==> src/rtl/dll_seq_pkg.sv <==
// Shared definitions for the DLL lock sequencer.
//   seq_state_t : sequencer FSM states
//   DRAIN_CYC   : cycles the DLL stays enabled after clk_sel drops on shutdown
//   DIV_W       : width of the DLL feedback division ratio
//   cnt_w()     : bits needed for a counter holding 0..max_val
package dll_seq_pkg;

    typedef enum logic [2:0] {
        ST_IDLE,
        ST_RST_HOLD,
        ST_SETTLE,
        ST_MEASURE,
        ST_LOCKED,
        ST_DCO_RUN,
        ST_DRAIN,
        ST_FAIL
    } seq_state_t;

    localparam int unsigned DRAIN_CYC = 4;
    localparam int unsigned DIV_W     = 5;

    function automatic int unsigned cnt_w(input int unsigned max_val);
        return (max_val < 2) ? 1 : $clog2(max_val + 1);
    endfunction

endpackage

==> src/rtl/dll_freq_meter.sv <==
// Frequency meter for the DLL feedback toggle.
//   clock         in  reference clock
//   reset         in  synchronous active-high reset
//   run           in  1 = windows running; 0 = window/count cleared
//   div           in  latched DLL division ratio
//   fb_toggle     in  asynchronous divided DLL clock (toggle)
//   verdict_valid out one-cycle strobe, the cycle after a window ends
//   verdict_good  out window edge count within TOL of expected
module dll_freq_meter
    import dll_seq_pkg::*;
#(
    parameter int unsigned WINDOW      = 256,
    parameter int unsigned FB_DIV_LOG2 = 6,
    parameter int unsigned TOL         = 2
) (
    input  logic             clock,
    input  logic             reset,
    input  logic             run,
    input  logic [DIV_W-1:0] div,
    input  logic             fb_toggle,
    output logic             verdict_valid,
    output logic             verdict_good
);

    localparam int unsigned PH_W = $clog2(WINDOW);
    localparam int unsigned EC_W = cnt_w(WINDOW);
    localparam int unsigned EX_W = DIV_W + PH_W + 1;

    logic [2:0]      sync;
    logic            fb_edge;
    logic [PH_W-1:0] phase;
    logic [EC_W-1:0] edges;
    logic [EC_W-1:0] total;
    logic [EX_W-1:0] wide_div;
    logic [EX_W-1:0] expected;
    logic [EX_W-1:0] count_w;
    logic [EX_W-1:0] diff;
    logic            good;

    // sync[1:0] is the synchroniser; sync[2] only delays for edge detect
    assign fb_edge = sync[2] ^ sync[1];

    always_comb begin
        total = edges;
        if (fb_edge && (edges != '1)) begin
            total = edges + 1'b1;
        end
        wide_div = EX_W'(div);
        expected = (wide_div << PH_W) >> FB_DIV_LOG2;
        count_w  = EX_W'(total);
        diff     = (count_w >= expected) ? (count_w - expected) : (expected - count_w);
        good     = (diff <= EX_W'(TOL));
    end

    always_ff @(posedge clock) begin
        if (reset) begin
            sync <= '0;
        end else begin
            sync <= {sync[1:0], fb_toggle};
        end
    end

    // The last cycle's edge is folded into the verdict; the next window
    // starts counting on the cycle the verdict is presented.
    always_ff @(posedge clock) begin
        if (reset || !run) begin
            phase         <= '0;
            edges         <= '0;
            verdict_valid <= 1'b0;
            verdict_good  <= 1'b0;
        end else begin
            phase         <= phase + 1'b1;
            verdict_valid <= (phase == PH_W'(WINDOW - 1));
            if (phase == PH_W'(WINDOW - 1)) begin
                verdict_good <= good;
                edges        <= '0;
            end else begin
                edges <= total;
            end
        end
    end

endmodule

==> src/rtl/dll_lock_sequencer.sv <==
// DLL start-up / supervision sequencer, clocked by the reference oscillator.
//   clock, reset           reference clock, synchronous active-high reset
//   cfg_enable             level: 1 = bring up DLL, 0 = shut down
//   cfg_dco, cfg_div       mode and division ratio, sampled when leaving IDLE
//   fb_toggle              asynchronous divided DLL clock
//   dll_enable/resetb/dco  DLL controls
//   dll_div                latched division ratio
//   clk_sel                core clock mux select (1 = DLL clock)
//   locked                 frequency lock (never set in DCO mode)
//   fail                   sticky timeout / illegal ratio flag
//   lock_lost              one-cycle pulse on loss of lock
module dll_lock_sequencer
    import dll_seq_pkg::*;
#(
    parameter int unsigned RST_CYC        = 16,
    parameter int unsigned SETTLE_CYC     = 1024,
    parameter int unsigned WINDOW         = 256,
    parameter int unsigned FB_DIV_LOG2    = 6,
    parameter int unsigned TOL            = 2,
    parameter int unsigned LOCK_WINDOWS   = 4,
    parameter int unsigned UNLOCK_WINDOWS = 2,
    parameter int unsigned MAX_WINDOWS    = 64
) (
    input  logic             clock,
    input  logic             reset,
    input  logic             cfg_enable,
    input  logic             cfg_dco,
    input  logic [DIV_W-1:0] cfg_div,
    input  logic             fb_toggle,
    output logic             dll_enable,
    output logic             dll_resetb,
    output logic             dll_dco,
    output logic [DIV_W-1:0] dll_div,
    output logic             clk_sel,
    output logic             locked,
    output logic             fail,
    output logic             lock_lost
);

    localparam int unsigned CNT_W  = cnt_w(RST_CYC + SETTLE_CYC + DRAIN_CYC);
    localparam int unsigned GOOD_W = cnt_w(LOCK_WINDOWS);
    localparam int unsigned BAD_W  = cnt_w(UNLOCK_WINDOWS);
    localparam int unsigned TOT_W  = cnt_w(MAX_WINDOWS);

    seq_state_t        state, state_n;
    logic [CNT_W-1:0]  cnt, cnt_n;
    logic [GOOD_W-1:0] good_cnt, good_cnt_n;
    logic [BAD_W-1:0]  bad_cnt, bad_cnt_n;
    logic [TOT_W-1:0]  win_tot, win_tot_n;

    logic             en_n, rb_n, dco_n, clk_n, lk_n, fail_n, lost_n;
    logic [DIV_W-1:0] div_n;

    logic meter_run, verdict_valid, verdict_good;

    assign meter_run = (state == ST_MEASURE) || (state == ST_LOCKED);

    dll_freq_meter #(
        .WINDOW      (WINDOW),
        .FB_DIV_LOG2 (FB_DIV_LOG2),
        .TOL         (TOL)
    ) u_meter (
        .clock         (clock),
        .reset         (reset),
        .run           (meter_run),
        .div           (dll_div),
        .fb_toggle     (fb_toggle),
        .verdict_valid (verdict_valid),
        .verdict_good  (verdict_good)
    );

    always_comb begin
        state_n    = state;
        cnt_n      = cnt;
        good_cnt_n = good_cnt;
        bad_cnt_n  = bad_cnt;
        win_tot_n  = win_tot;
        dco_n      = dll_dco;
        div_n      = dll_div;

        case (state)
            ST_IDLE: begin
                if (cfg_enable) begin
                    dco_n = cfg_dco;
                    div_n = cfg_div;
                    cnt_n = '0;
                    if (cfg_div == '0)  state_n = ST_FAIL;
                    else if (cfg_dco)   state_n = ST_DCO_RUN;
                    else                state_n = ST_RST_HOLD;
                end
            end
            ST_RST_HOLD: begin
                if (!cfg_enable) begin
                    state_n = ST_DRAIN;
                    cnt_n   = '0;
                end else if (cnt == CNT_W'(RST_CYC - 1)) begin
                    state_n = ST_SETTLE;
                    cnt_n   = '0;
                end else begin
                    cnt_n = cnt + 1'b1;
                end
            end
            ST_SETTLE: begin
                if (!cfg_enable) begin
                    state_n = ST_DRAIN;
                    cnt_n   = '0;
                end else if (cnt == CNT_W'(SETTLE_CYC - 1)) begin
                    state_n    = ST_MEASURE;
                    cnt_n      = '0;
                    good_cnt_n = '0;
                    win_tot_n  = '0;
                end else begin
                    cnt_n = cnt + 1'b1;
                end
            end
            ST_MEASURE: begin
                if (!cfg_enable) begin
                    state_n = ST_DRAIN;
                    cnt_n   = '0;
                end else if (verdict_valid) begin
                    if (verdict_good && (good_cnt == GOOD_W'(LOCK_WINDOWS - 1))) begin
                        state_n   = ST_LOCKED;
                        bad_cnt_n = '0;
                    end else begin
                        good_cnt_n = verdict_good ? good_cnt + 1'b1 : '0;
                        if (win_tot == TOT_W'(MAX_WINDOWS - 1)) state_n = ST_FAIL;
                        else                                   win_tot_n = win_tot + 1'b1;
                    end
                end
            end
            ST_LOCKED: begin
                if (!cfg_enable) begin
                    state_n = ST_DRAIN;
                    cnt_n   = '0;
                end else if (verdict_valid) begin
                    if (verdict_good) begin
                        bad_cnt_n = '0;
                    end else if (bad_cnt == BAD_W'(UNLOCK_WINDOWS - 1)) begin
                        state_n = ST_RST_HOLD;
                        cnt_n   = '0;
                    end else begin
                        bad_cnt_n = bad_cnt + 1'b1;
                    end
                end
            end
            ST_DCO_RUN: begin
                // cnt runs through the reset and settle phases, then parks
                if (!cfg_enable) begin
                    state_n = ST_DRAIN;
                    cnt_n   = '0;
                end else if (cnt != CNT_W'(RST_CYC + SETTLE_CYC)) begin
                    cnt_n = cnt + 1'b1;
                end
            end
            ST_DRAIN: begin
                if (cnt == CNT_W'(DRAIN_CYC - 1)) begin
                    state_n = ST_IDLE;
                    cnt_n   = '0;
                end else begin
                    cnt_n = cnt + 1'b1;
                end
            end
            ST_FAIL: begin
                if (!cfg_enable) state_n = ST_IDLE;
            end
            default: state_n = ST_IDLE;
        endcase

        // Outputs are decoded from the next state so they leave a register
        en_n   = 1'b0;
        rb_n   = 1'b0;
        clk_n  = 1'b0;
        lk_n   = 1'b0;
        fail_n = 1'b0;
        lost_n = (state == ST_LOCKED) && (state_n == ST_RST_HOLD);

        case (state_n)
            ST_IDLE: begin
                dco_n = 1'b0;
                div_n = '0;
            end
            ST_RST_HOLD: en_n = 1'b1;
            ST_SETTLE, ST_MEASURE: begin
                en_n = 1'b1;
                rb_n = 1'b1;
            end
            ST_LOCKED: begin
                en_n  = 1'b1;
                rb_n  = 1'b1;
                clk_n = 1'b1;
                lk_n  = 1'b1;
            end
            ST_DCO_RUN: begin
                en_n  = 1'b1;
                rb_n  = (cnt_n >= CNT_W'(RST_CYC));
                clk_n = (cnt_n >= CNT_W'(RST_CYC + SETTLE_CYC));
            end
            ST_DRAIN: begin
                // keep the DLL as it was while the mux switches away
                en_n = dll_enable;
                rb_n = dll_resetb;
            end
            ST_FAIL: fail_n = 1'b1;
            default: ;
        endcase
    end

    always_ff @(posedge clock) begin
        if (reset) begin
            state      <= ST_IDLE;
            cnt        <= '0;
            good_cnt   <= '0;
            bad_cnt    <= '0;
            win_tot    <= '0;
            dll_enable <= 1'b0;
            dll_resetb <= 1'b0;
            dll_dco    <= 1'b0;
            dll_div    <= '0;
            clk_sel    <= 1'b0;
            locked     <= 1'b0;
            fail       <= 1'b0;
            lock_lost  <= 1'b0;
        end else begin
            state      <= state_n;
            cnt        <= cnt_n;
            good_cnt   <= good_cnt_n;
            bad_cnt    <= bad_cnt_n;
            win_tot    <= win_tot_n;
            dll_enable <= en_n;
            dll_resetb <= rb_n;
            dll_dco    <= dco_n;
            dll_div    <= div_n;
            clk_sel    <= clk_n;
            locked     <= lk_n;
            fail       <= fail_n;
            lock_lost  <= lost_n;
        end
    end

endmodule

==> config.mk <==
export PLATFORM = sky130hd
export DESIGN_NAME = dll_lock_sequencer
export DESIGN_NICKNAME = d
export VERILOG_FILES = /design/src/rtl/dll_seq_pkg.sv /design/src/rtl/dll_freq_meter.sv /design/src/rtl/dll_lock_sequencer.sv
export SDC_FILE = /design/constraint.sdc
export NUM_CORES = 1
export LEC_CHECK = 0
export CAP_MARGIN = 20
export CORE_MARGIN = 1.5
export CORE_UTILIZATION = 28
export CTS_CLUSTER_SIZE = 12
export DETAILED_ROUTE_END_ITERATION = 8
export SYNTH_ARGS = -nofsm -noshare
export SYNTH_HDL_FRONTEND = slang
export SYNTH_HIERARCHICAL = 1
export SYNTH_SLANG_ARGS = --single-unit
==> constraint.sdc <==
create_clock -name clock -period 4.7 [get_ports clock]
set_input_delay 0.94 -clock clock [delete_from_list [all_inputs] [get_ports clock]]
set_output_delay 0.94 -clock clock [all_outputs]
set_load 0.02 [all_outputs]
# Yosys cells after proc, flatten, opt, wreduce, memory -nomap -nowiden
# Cells that the tools add are included.
classes:
  add_sub_neg: 8
  order_cmp: 4
  eq_ne: 33
  muxes: 62
  n_bitwise: 1
  reduce_logical: 19
ops:
  columns: ["op", "count"]
  rows:
  - ["$mux 11", 13]
  - ["$pmux 11 s7", 1]
  - ["$mux 3", 24]
  - ["$mux 7", 6]
  - ["$eq 3x3->1 const B", 8]
  - ["$pmux 3 s8", 1]
  - ["$eq 3x2->1 const B", 5]
  - ["$le 14x2->1 const B", 1]
  - ["$mux 14", 1]
  - ["$mux 2", 7]
  - ["$pmux 7 s2", 1]
  - ["$reduce_and 7->1", 2]
  - ["$ne 2x2->1 const B", 6]
  - ["$add 11x1->11 const B", 1]
  - ["$eq 11x10->1 const B", 1]
  - ["$eq 11x2->1 const B", 1]
  - ["$eq 11x4->1 const B", 1]
  - ["$ge 11x11->1 const B", 1]
  - ["$ge 11x5->1 const B", 1]
  - ["$ne 11x11->1 const B", 1]
  - ["$sub 7x9->10", 1]
  - ["$sub 9x7->10", 1]
  - ["$add 9x1->9 const B", 1]
  - ["$ge 9x7->1", 1]
  - ["29 further kinds", 40]
totals:
  regBits: 60
  input_bits: 10
  out_inout_bits: 12
  wordCells: 145

# Logic depth before layout (Yosys ltp)
# Gate-level depths: netlist of run 1.
depth:
  word_depth: 9
  mapped_depth: 17
  ltp_nobuf: 17

# Cells and area by module
# Netlist of run 1, hierarchy kept.
by_module_without_submodules:
  columns: ["module", "instances", "cells_per_inst", "area_each_um2", "seq_area_each_um2"]
  rows:
  - ["dll_lock_sequencer", 1, 299, 2462.4, 760.7]
  - ["dll_freq_meter", 1, 184, 1525.2, 440.4]

# Worst setup path before layout of run 1
# OpenSTA, ideal clock, no wires.
synth_path:
  path_type: "register -> register"
  startpoint: "register u_meter.edges[0]"
  endpoint: "register u_meter.verdict_good"
  setup_time_ns: 0.087
  arrival_time_ns: 3.526
  setup_slack_ns: 1.087
  path_stages_with_launch: 18
  period_less_slack_ns: 3.613
  cell_sequence: "dfxtp_1 > ha_1 > nand2_1 > nor3_1 > ha_1 > nand4b_1 > nand2b_1 > nor2_1 > xnor2_1 > inv_1 > ha_1 > and2_1 > o21ai_0 > nand4_4 > or2_4 > a2111oi_0 > o32ai_1 > o31ai_1"
synth_between:
  elab_chain_cells: 6
  word_cells_on_any_way: 9
synth_rtl:
  columns: ["element", "line", "rtl"]
  rows:
  - ["start: declaration", "dll_freq_meter.sv:32", "logic [EC_W-1:0] edges;"]
  - ["start signal: assignment", "dll_freq_meter.sv:78", "edges <= total;"]
  - ["parallel branches: the longest is 2 deep, another holds $add 9x1->9", null, null]
  - ["$mux 9 (*)", "dll_freq_meter.sv:45", "if (fb_edge && (edges != '1)) begin"]
  - ["via u_meter.total[5]", "dll_freq_meter.sv:33", "logic [EC_W-1:0] total;"]
  - ["$sub 7x9->10, or another cell as far along", "dll_freq_meter.sv:51", "diff = (count_w >= expected) ? (count_w - expected) : (expected - count_w);"]
  - ["$mux 14 (*)", "dll_freq_meter.sv:51", null]
  - ["$le 14x2->1 (*)", "dll_freq_meter.sv:52", "good = (diff <= EX_W'(TOL));"]
  - ["end signal: assignment", "dll_freq_meter.sv:75", "verdict_good <= good;"]
  - ["end: declaration", "dll_freq_meter.sv:22", "output logic verdict_good"]
# Mark *: on every way through the listed nets, which the timed path passes.
# A chain may end at the register's enable or synchronous reset.

# Worst setup path in the final report of run 1
# Ends and elaborated chain as after synthesis.

==> results.sh, run 1 <==
export IMPL_track_usage_pct=12.5
export IMPL_cp_cell_sequence="ha_1, nand2_1, nor3_1, ha_1, nand4b_1, nand2b_1, xor2_1, inv_1, ha_1, and2_1, nand4_1, nand3_1, or2_4, a2111oi_0, o32ai_1, o31ai_1"
export IMPL_areaGrowthSynthToFinish_pct=17.1
export IMPL_clk_path_buf_depth=2
export IMPL_slew_headroom_pct=46.3
export IMPL_drt_wl_total_mm=8.97
export IMPL_syn_cell_area_mm2=0.00399
export IMPL_remaining_drc_errors=0
export IMPL_placementRows=43
export IMPL_path_max_fanout=7
export IMPL_syn_avg_cell_area_um2=8.26
export IMPL_rsz0062_at_grt="no"
export IMPL_ant_nets=0
export IMPL_start_util_pct=28.7
export IMPL_critPathTopFamily="simple AND/OR/NAND/NOR gates"
export IMPL_clkPwrFrac_pct=34.5
export IMPL_hp_class="register to register"
export IMPL_numCtsBuffers=9
export IMPL_root_buffer="clkbuf_16"
export IMPL_place_congestion=0.933
export IMPL_drive_gt1_share_pct=9.24
export IMPL_place_ws_ns=0.549
export IMPL_finalCriticalPeriod_ns=4.17
export IMPL_crit_path_start_kind="register"
export IMPL_h_tree_depth=3
export IMPL_critical_path_max_stage_delay_ns=0.40
export IMPL_drtPass1Iterations=4
export IMPL_grt_overflow=0
export IMPL_maxSlewViolCount=0
export IMPL_intPower_uw=1500
export IMPL_antenna_cells=0
export IMPL_period_share_pct=88.8
export IMPL_fin_setup_tns_ns=0
export IMPL_power_switching_uw=804
export IMPL_netlist_area_leader_share_pct=30.1
export IMPL_die_area_mm2=0.0150
export IMPL_synthFlopType="dfxtp_1"
export IMPL_drtIter0Drc=234
export IMPL_ys_ff_latch=60
export IMPL_leakagePower_uw=0.00169
export IMPL_run_status="complete, no violations"
export IMPL_p_sw_share_pct=34.8
export IMPL_portBuffers=21
export IMPL_seq_area_frac_synth_pct=30.1
export IMPL_synth_cell_type_count=80
export IMPL_hold_buffers=0
export IMPL_synth_cells=483
export IMPL_synth_area_leaders="dfxtp_1 (30%), ha_1 (6.6%), nor2_1 (6.0%)"
export IMPL_cts_num_sinks=60
export IMPL_clock_fmax_mhz=240
export IMPL_die_x_um=122
export IMPL_hold_viol=0
export IMPL_clk_pin_slew_ns=0.05
export IMPL_grt_max_degree=29
export IMPL_dieHeight_um=122
export IMPL_ys_warn_count=6
export IMPL_vias=3435
export IMPL_grt_pass1_vias=3207
export IMPL_critPathCaptureType="register"
export IMPL_worstSetupPathType="register to register"
export IMPL_ir_worst_vdd_uv=259
export IMPL_final_nets=525
export IMPL_setup_viol=0
export IMPL_cts_tree="done"
export IMPL_synth_edf_count=0
export IMPL_clock_latency_ns=0.33
export IMPL_worst_slack_ns=0.526
export IMPL_pwr_density_cell_mw_per_mm2=495
export IMPL_viasPerCell=5.07
export IMPL_async_reset_ff_share_pct=0
export IMPL_critPathBufInv=1
export IMPL_fp_coreArea_mm2=0.0139
export IMPL_grt_pass1_wl_mm=14.9
export IMPL_cpMostUsedCell="ha_1"
export IMPL_post_cts_buffers=0
export IMPL_max_cap_viol_count=0
export IMPL_pwr_share_seq_pct=27.9
export IMPL_synth_area_leader_cell="dfxtp_1"
export IMPL_nFillCells=1487
export IMPL_place_hpwl_mm=6.68
export IMPL_antenna_found_initial=0
export IMPL_ios=22
export IMPL_clock_skew_ns=0.00694
export IMPL_cpMaxStageDelayCell="dfxtp_1"
export IMPL_wl_per_cell_um=13.2
export IMPL_comb_power_share_pct=37.5
export IMPL_syn_num_nets=515
export IMPL_worstPathArrival_ns=4.41
export IMPL_cts_resized=0
export IMPL_tightest_slew_ns=0.805
export IMPL_required_ns=4.94
## kinds of logic (layout without fill, tap and decap cells)
family / count (synthesis) / in the layout / synth area share [%]
buffers and inverters: 49 / 64 / 5.87
AO/OA/AOI/OAI: 106 / 106 / 20.3
XOR/XNOR: 19 / 19 / 4.36
flip-flops: 60 / 60 / 30.1
multiplexers: 9 / 9 / 2.26
adder cells (fa/ha/maj): 22 / 22 / 7.09
AND/OR/NAND/NOR: 218 / 218 / 30.0
## registers in the layout (all words and copies together) (netlist names), 2 cells and up
signal         flops
u_meter/edges      9
state              3
bad_cnt            2
u_meter/sync       3
win_tot            7
u_meter/phase      8
cnt               11
dll_div            5
good_cnt           3
## power groups by stage
stage	clock network [uW]	logic [uW]	registers (uW)
after floorplan	0	683	631
after global placement	0	845	654
after detailed placement	0	860	655
after CTS	815	864	645
after global routing	836	947	655
final	797	867	644
## path summary, 6_finish.rpt
check	startpoint	endpoint	slack [ns]	depth (start not counted)
max	u_meter/edges[0]	u_meter/verdict_good	0.53	16
min	u_meter/sync[0]	u_meter/sync[1]	0.44	1
max reg2reg	u_meter/edges[0]	u_meter/verdict_good	0.53	16
min reg2reg	u_meter/sync[0]	u_meter/sync[1]	0.44	1
## cells in the mapped netlist (3+ instances only)
library cell and count:
nor2_1 64, dfxtp_1 60, nand2_1 41, inv_1 25, o21ai_0 24, a21oi_1 21
ha_1 21, nand3_1 19, nor3_1 12, nor2b_1 11, xor2_1 11, buf_2 9
mux2i_1 9, nand4_1 9, and3_1 8, a31oi_1 7, and2_1 7, clkbuf_1 7
nand2b_1 7, xnor2_1 7, a211oi_1 4, a311oi_1 4, buf_6 4, nand3b_1 4
nor4_1 4, a2111oi_0 3, a211oi_4 3, nand4b_1 3, o21a_1 3, o21ai_1 3
or3_1 3
## per-stage QoR
stage               util [%]  total power, uW  std cells  hold slack, ns  instance area (um^2)
floorplan                  -             1310        483           0.414                  3990
global placement        31.0             1500        662           0.430                  4300
detailed placement      31.0             1520        662           0.435                  4300
CTS                     33.6             2320        678           0.451                  4670
global route            33.6             2440        678           0.471                  4670
finish                  33.6             2310        678           0.445                  4670
## layout make-up
class                      count  area [um^2]  share of cell area, %
multi-input combinational    374         2550                   54.7
sequential                    60         1200                   25.7
clock buffer                  13          280                   6.00
timing repair buffer          23          225                   4.82
tap                          180          225                   4.82
inverter                      25         93.8                   2.01
clock inverter                 3         90.1                   1.93
## per-layer routing
| layer | vias up | track usage [%] | routed length, um |
|---|---|---|---|
| met5 | - | 0 | 0 |
| met4 | 0 | 6.69 | 237 |
| met3 | 14 | 2.60 | 302 |
| met1 | 1606 | 16.6 | 4430 |
| li1 | 1759 | - | - |
| met2 | 56 | 19.0 | 4000 |
## worst register-to-register path: stages (launching register included)
cell and delay (ns):
dfxtp_1 0.40, ha_1 0.22, nand2_1 0.09, nor3_1 0.22
ha_1 0.30, nand4b_1 0.23, nand2b_1 0.18, xor2_1 0.37
inv_1 0.09, ha_1 0.34, and2_1 0.21, nand4_1 0.12
nand3_1 0.20, or2_4 0.32, a2111oi_0 0.39, o32ai_1 0.15
o31ai_1 0.26
## layout by cell type (no fill, tap or decap), types with 4 or more instances in the layout
cell,instances
nand3b_1,4
xor2_1,11
o21ai_0,24
xnor2_1,7
nand3_1,19
clkbuf_8,4
dfxtp_1,60
nor3_1,12
inv_1,25
clkbuf_16,9
a311oi_1,4
clkdlybuf4s50_1,21
a21oi_1,21
nand2b_1,7
nor2b_1,11
mux2i_1,9
and3_1,8
nor2_1,64
nand4_1,9
a31oi_1,7
nand2_1,41
a211oi_1,4
nor4_1,4
ha_1,21
and2_1,7
(Power assumes the default switching activity.)
==> run 2: changes to the inputs <==
- ABC_AREA: unset -> 1
- CORE_ASPECT_RATIO: unset -> 0.8
==> run 2 against run 1 <==
Via count is 7.8% higher; sequential share of layout area shrank 0.42 points; non-clock buffer count decreased by 1; maximum frequency rose by 23%; wire length decreased by 0.22%; critical endpoint unchanged; global-route usage up 0.37 points; largest cell class unchanged.
==> results.sh, run 2 <==
export IMPL_run_status="complete, no violations"
export IMPL_yosysMostFrequentCell="nand2_1"
export IMPL_syn_num_nets=651
export IMPL_setup_viol=0
export IMPL_drtIter0Drc=265
export IMPL_numCtsBuffers=9
export IMPL_remaining_drc_errors=0
export IMPL_regArea_mm2=0.00120
export IMPL_power_switching_uw=992
export IMPL_fp_coreArea_mm2=0.0142
export IMPL_ant_nets=0
export IMPL_wl_met3_um=376
export IMPL_clock_fmax_mhz=295
export IMPL_portBuffers=21
export IMPL_period_share_pct=72.2
export IMPL_top_register="cnt"
export IMPL_multi_input_area_mm2=0.00241
export IMPL_seq_area_frac_synth_pct=29.7
export IMPL_top_regs="cnt (11), u_meter/edges (9), u_meter/phase (8)"
export IMPL_placed_area_mm2=0.00445
export IMPL_synthMuxAreaShare_pct=0
export IMPL_ys_warn_count=6
export IMPL_die_area_mm2=0.0152
export IMPL_clk_pin_slew_ns=0.06
export IMPL_comb_power_share_pct=46.1
export IMPL_synth_cells=619
export IMPL_synthFlopType="dfxtp_1"
export IMPL_nFillCells=1521
export IMPL_antenna_found_initial=0
export IMPL_met1_length_mm=4.95
export IMPL_path_max_fanout=8
export IMPL_synth_area_leaders="dfxtp_1 (30%), nand2_1 (14%), inv_1 (8.7%)"
export IMPL_hold_buffers=0
export IMPL_wl_per_cell_um=10.7
export IMPL_slew_headroom_pct=65.3
export IMPL_synth_area_leader_cell="dfxtp_1"
export IMPL_yosys_area_share_simple_pct=39.2
export IMPL_rsz0062_at_grt="no"
export IMPL_synth_compound_area_share_pct=9.92
export IMPL_netlist_area_leader_share_pct=29.7
export IMPL_tightest_slew_ns=0.519
export IMPL_critPathCaptureType="register"
export IMPL_p_sw_share_pct=41.9
export IMPL_cts_tree="done"
export IMPL_final_cell_mix="nand2_1 (153), inv_1 (94), nor2_1 (87)"
export IMPL_synth_top_family_by_area="simple AND/OR/NAND/NOR gates"
export IMPL_hp_class="register to register"
export IMPL_die_x_um=137
export IMPL_drive_gt1_share_pct=9.82
export IMPL_post_cts_buffers=0
export IMPL_place_congestion=0.879
export IMPL_drtPass1Iterations=5
export IMPL_holdCritStartpoint="u_meter/sync[0]"
export IMPL_clock_skew_ns=0.00602
export IMPL_max_cap_viol_count=0
export IMPL_fin_setup_tns_ns=0
export IMPL_start_util_pct=28.4
export IMPL_syn_avg_cell_area_um2=6.52
export IMPL_antenna_cells=0
export IMPL_root_buffer="clkbuf_16"
export IMPL_pwr_density_cell_mw_per_mm2=499
export IMPL_worstPathArrival_ns=3.68
export IMPL_rr_endpoint="u_meter/verdict_good"
export IMPL_dieHeight_um=110
export IMPL_h_tree_depth=3
export IMPL_hold_viol=0
export IMPL_grt_max_degree=23
export IMPL_highest_layer="met4"
export IMPL_crit_path_start_kind="register"
export IMPL_async_reset_ff_share_pct=0
export IMPL_leakagePower_uw=0.00213
export IMPL_intPower_uw=1380
export IMPL_synth_adder_area_share_pct=7.00
export IMPL_hold_path_depth=2
export IMPL_grt_pass1_vias=3438
export IMPL_netlist_top_cells_count="nand2_1 (153), inv_1 (94), nor2_1 (87)"
export IMPL_ir_worst_vdd_uv=303
export IMPL_cts_num_sinks=60
export IMPL_place_hpwl_mm=6.95
export IMPL_finalCriticalPeriod_ns=3.40
export IMPL_layout_commonest_cell="nand2_1"
export IMPL_reg2reg_slack_ns=1.30
export IMPL_clk_path_buf_depth=2
export IMPL_pwr_share_seq_pct=26.6
export IMPL_r2r_cells=24
export IMPL_final_nets=679
export IMPL_maxSlewViolCount=0
export IMPL_ys_ff_latch=60
export IMPL_cts_resized=0
export IMPL_synth_xor_area_share_pct=3.69
export IMPL_worstHoldEndpoint="u_meter/sync[1]"
export IMPL_required_ns=4.99
export IMPL_grt_overflow=0
export IMPL_stdcell_area_mm2=0.00475
export IMPL_largest_reg_flops=11
export IMPL_syn_cell_area_mm2=0.00404
export IMPL_synth_edf_count=0
export IMPL_clock_latency_ns=0.34
export IMPL_grt_pass1_wl_mm=15.7
export IMPL_areaGrowthSynthToFinish_pct=17.5
export IMPL_r2r_start="u_meter/edges[0]"
export IMPL_wl_met2_mm=3.46
export IMPL_track_usage_pct=12.9
export IMPL_ios=22
export IMPL_vias=3703
export IMPL_viasPerCell=4.43
export IMPL_placementRows=39
export IMPL_synth_cell_type_count=41
export IMPL_worstSetupPathType="register to register"
export IMPL_drt_wl_total_mm=8.95
export IMPL_clkPwrFrac_pct=27.3
-- run 2: changes by cell type after synthesis, sizes merged, moves of 11 or more --
cell,before,now
inv,25,99
nand2,41,162
nand3,19,44
buf,16,2
nor2,65,105
nor2b,11,0
-- run 2: worst max-delay path by stage --
stage / start / to / slack, ns / cells past startpoint
after global routing: u_meter/edges[0] / u_meter/verdict_good / 0.92 / 25
after global placement: u_meter/edges[0] / u_meter/verdict_good / 1.40 / 25
final: u_meter/edges[0] / u_meter/verdict_good / 1.30 / 24
after CTS: u_meter/edges[0] / u_meter/verdict_good / 1.28 / 24
after detailed placement: u_meter/edges[0] / u_meter/verdict_good / 1.30 / 24
after floorplan: u_meter/edges[0] / u_meter/verdict_good / 1.65 / 26
-- run 2: cell families after synthesis --
group / count (synthesis)
AOI/OAI and AO/OA: 68
xor gates and xnor gates: 17
adders and majority gates: 22
buffers and inverters: 107
DFF: 60
and+or+nand+nor: 345
-- run 2: final cells by class --
cell class / count / share of cell area [%]
clock buffers: 10 / 4.82
clock inverters: 6 / 1.37
inverters: 102 / 8.20
multi-input cells: 452 / 50.9
flip-flops and latches: 60 / 25.3
well taps: 184 / 4.85
repair buffers: 22 / 4.59
-- run 2: power by group through the flow --
| stage | clock network (uW) | registers, uW | logic, uW |
|---|---|---|---|
| 2_1_floorplan | 0 | 661 | 807 |
| 3_3_place_gp | 0 | 642 | 1100 |
| 3_5_place_dp | 0 | 640 | 1090 |
| 4_1_cts | 664 | 630 | 1090 |
| 5_1_grt | 688 | 641 | 1250 |
| 6_report | 646 | 630 | 1090 |
-- run 2: metal layers --
| layer | GRT usage (%) | up-vias |
|---|---|---|
| met5 | 0 | - |
| met4 | 5.54 | 0 |
| met3 | 3.08 | 13 |
| met2 | 17.7 | 73 |
| met1 | 18.9 | 1600 |
| li1 | - | 2017 |
-- run 2: critical path: stages (launching register included) --
cell and delay, ns:
dfxtp_1 0.33, ha_1 0.22, nand4_1 0.12, nor3_1 0.06, ha_1 0.17, inv_1 0.10
nand3_1 0.17, nor2_1 0.21, nand3_1 0.11, xor2_1 0.23, inv_1 0.08, ha_1 0.39
nand2_1 0.11, nand2_1 0.06, nor2_2 0.15, o21ai_1 0.09, nand2_1 0.10, nand4_4 0.17
clkinv_4 0.12, nand2_1 0.06, o21ai_2 0.06, nand2_1 0.06, nor2_1 0.09, nand2_1 0.05
nand2_1 0.05
-- run 2: per-stage QoR --
step	total power, uW	worst slack (ns)	hold slack [ns]	std cells	utilization (%)
after floorplan	1470	1.65	0.388	619	-
after global placement	1740	1.40	0.401	820	31.4
after detailed placement	1730	1.30	0.404	820	31.4
after CTS	2390	1.28	0.416	836	33.4
after global routing	2580	0.920	0.439	836	33.4
final	2370	1.30	0.412	836	33.4
==> run 3: changes to the inputs <==
- clock period: 4.7 -> 3.21 ns (I/O delays scaled with it)
==> run 3 against run 2 <==
Wire length rose by 4.1%; maximum frequency grew 8.7%; via count grew 0.65%; cell area increased by 4.9%; first-iteration DRC count is 12% lower; register-to-register slack got worse by 1.2 ns; sequential share of layout area fell by 1.1 points; hold slack got worse by 0.0068 ns; highest routed layer unchanged.
==> results.sh, run 3 (same netlist as run 2, synthesis figures left out) <==
export IMPL_critPathCaptureType="register"
export IMPL_root_buffer="clkbuf_16"
export IMPL_final_nets=696
export IMPL_maxSlewViolCount=0
export IMPL_max_cap_viol_count=0
export IMPL_dieHeight_um=110
export IMPL_top_regs="cnt (11), u_meter/edges (9), u_meter/phase (8)"
export IMPL_met1_length_mm=5.12
export IMPL_critical_path_max_stage_delay_ns=0.37
export IMPL_viasPerCell=4.38
export IMPL_power_switching_uw=1450
export IMPL_whs_ns=0.405
export IMPL_hold_buffers=0
export IMPL_areaGrowthSynthToFinish_pct=23.2
export IMPL_clk_path_buf_depth=2
export IMPL_critPathBufInv=4
export IMPL_grt_pass1_vias=3402
export IMPL_cts_tree="done"
export IMPL_p_sw_share_pct=41.4
export IMPL_place_congestion=0.867
export IMPL_place_hpwl_mm=7.07
export IMPL_grt_overflow=0
export IMPL_hold_viol=0
export IMPL_cpMaxStageDelayCell="fa_2"
export IMPL_cp_cell_sequence="ha_4, nand4_1, nor3_2, ha_2, inv_2, nand3_4, nor2_4, xor2_1, inv_2, ha_4, fa_2, nor2_2, nor2_2, o21ai_1, nand2_1, nand4_4, clkinv_4, nand2_1, nand2_1, inv_1, nand2_1, nor2_1, nand2_1, nand2_1"
export IMPL_required_ns=3.48
export IMPL_wl_per_cell_um=11.0
export IMPL_grt_pass1_wl_mm=15.6
export IMPL_wl_met3_um=325
export IMPL_stdcell_area_mm2=0.00498
export IMPL_period_share_pct=97.3
export IMPL_clock_latency_ns=0.33
export IMPL_worstSetupPathType="register to register"
export IMPL_rsz0062_at_grt="yes"
export IMPL_setup_viol=0
export IMPL_worstPathArrival_ns=3.40
export IMPL_hp_class="register to register"
export IMPL_finalCriticalPeriod_ns=3.12
export IMPL_regArea_mm2=0.00121
export IMPL_clock_skew_ns=0.00570
export IMPL_remaining_drc_errors=0
export IMPL_drt_wl_total_mm=9.32
export IMPL_clkPwrFrac_pct=26.4
export IMPL_antenna_cells=0
export IMPL_clk_pin_slew_ns=0.05
export IMPL_die_area_mm2=0.0152
export IMPL_wl_met2_mm=3.71
export IMPL_die_x_um=137
export IMPL_top_register="cnt"
export IMPL_start_util_pct=28.4
export IMPL_fp_coreArea_mm2=0.0142
export IMPL_tightest_slew_ns=0.423
export IMPL_ios=22
export IMPL_pwr_share_seq_pct=26.4
export IMPL_path_max_fanout=8
export IMPL_multi_input_area_mm2=0.00253
export IMPL_largest_reg_flops=11
export IMPL_final_core_util_pct=35.0
export IMPL_placementRows=39
export IMPL_ant_nets=0
export IMPL_run_status="complete, no violations"
export IMPL_clock_fmax_mhz=320
export IMPL_portBuffers=21
export IMPL_final_cell_mix="nand2_1 (152), inv_1 (91), nor2_1 (84)"
export IMPL_cpMostUsedCell="nand2_1"
export IMPL_layout_commonest_cell="nand2_1"
export IMPL_highest_layer="met4"
export IMPL_pwr_density_cell_mw_per_mm2=703
export IMPL_drive_gt1_share_pct=15.2
export IMPL_cts_num_sinks=60
export IMPL_h_tree_depth=3
export IMPL_vias=3727
export IMPL_comb_power_share_pct=47.2
export IMPL_intPower_uw=2050
export IMPL_crit_path_start_kind="register"
export IMPL_track_usage_pct=12.8
export IMPL_placed_area_mm2=0.00454
export IMPL_ir_worst_vdd_uv=377
export IMPL_drtPass1Iterations=4
export IMPL_nFillCells=1478
export IMPL_numCtsBuffers=9
export IMPL_drtIter0Drc=234
export IMPL_leakagePower_uw=0.00222
export IMPL_grt_max_degree=22
export IMPL_slew_headroom_pct=71.6
export IMPL_critPathTopFamily="simple AND/OR/NAND/NOR gates"
export IMPL_antenna_found_initial=0
run 3: cell count changes in the layout (fill, tap and decap cells not counted), sizes merged:
cell / previous run / this run
clkinv: 4 / 5
clkinvlp: 4 / 0
buf: 1 / 18
run 3: power by group through the flow:
stage	Combinational [uW]	Sequential (uW)	Clock, uW
after floorplan	1180	968	0
after global placement	1620	939	0
after detailed placement	1610	934	0
after CTS	1630	921	944
after global routing	1870	937	979
final	1650	924	922
run 3: final timing paths:
path | start | to | slack [ns] | cells after the start
setup reg to reg | u_meter/edges[0] | u_meter/verdict_good | 0.09 | 24
setup / recovery | u_meter/edges[0] | u_meter/verdict_good | 0.09 | 24
hold / removal | u_meter/sync[0] | u_meter/sync[1] | 0.41 | 2
hold reg to reg | u_meter/sync[0] | u_meter/sync[1] | 0.41 | 2
run 3: tightest hold or removal path: cells and delay by family, from the launching register on:
family / cells / cell delay [ns]
and+or+nand+nor: 1 / 0.03
buffers and inverters: 1 / 0.04
DFF: 1 / 0.29
run 3: through the flow:
step	setup TNS [ns]	total power [uW]	instances	setup slack, ns
final	0	3500	850	0.0865
after global routing	-0.127	3790	850	-0.127
after CTS	0	3490	845	0.0602
after detailed placement	0	2540	832	0.00803
after global placement	0	2560	832	0.0781
after floorplan	0	2150	619	0.163
run 3: cell type report:
cell class	instances	area share [%]
clock buffer	10	4.80
clock inverter	3	0.805
inverter	102	7.82
multi-input combinational	452	50.8
sequential	60	24.2
tap	184	4.63
timing repair buffer	39	6.94
run 3: what timing repair did:
action                                  4_1_cts  5_1_grt
endpoints found under the hold margin         0        0
cloned                                        0        0
endpoints found under the setup margin        1        1
buffers inserted                              0        5
gates resized for setup                       3       25
pin swaps                                     0        8
run 3: metal layers:
layer  global-route usage, %  up-vias
met5                       0        -
met4                    5.19        0
met3                    2.02       15
met2                    17.8       67
met1                    19.3     1599
li1                        -     2046
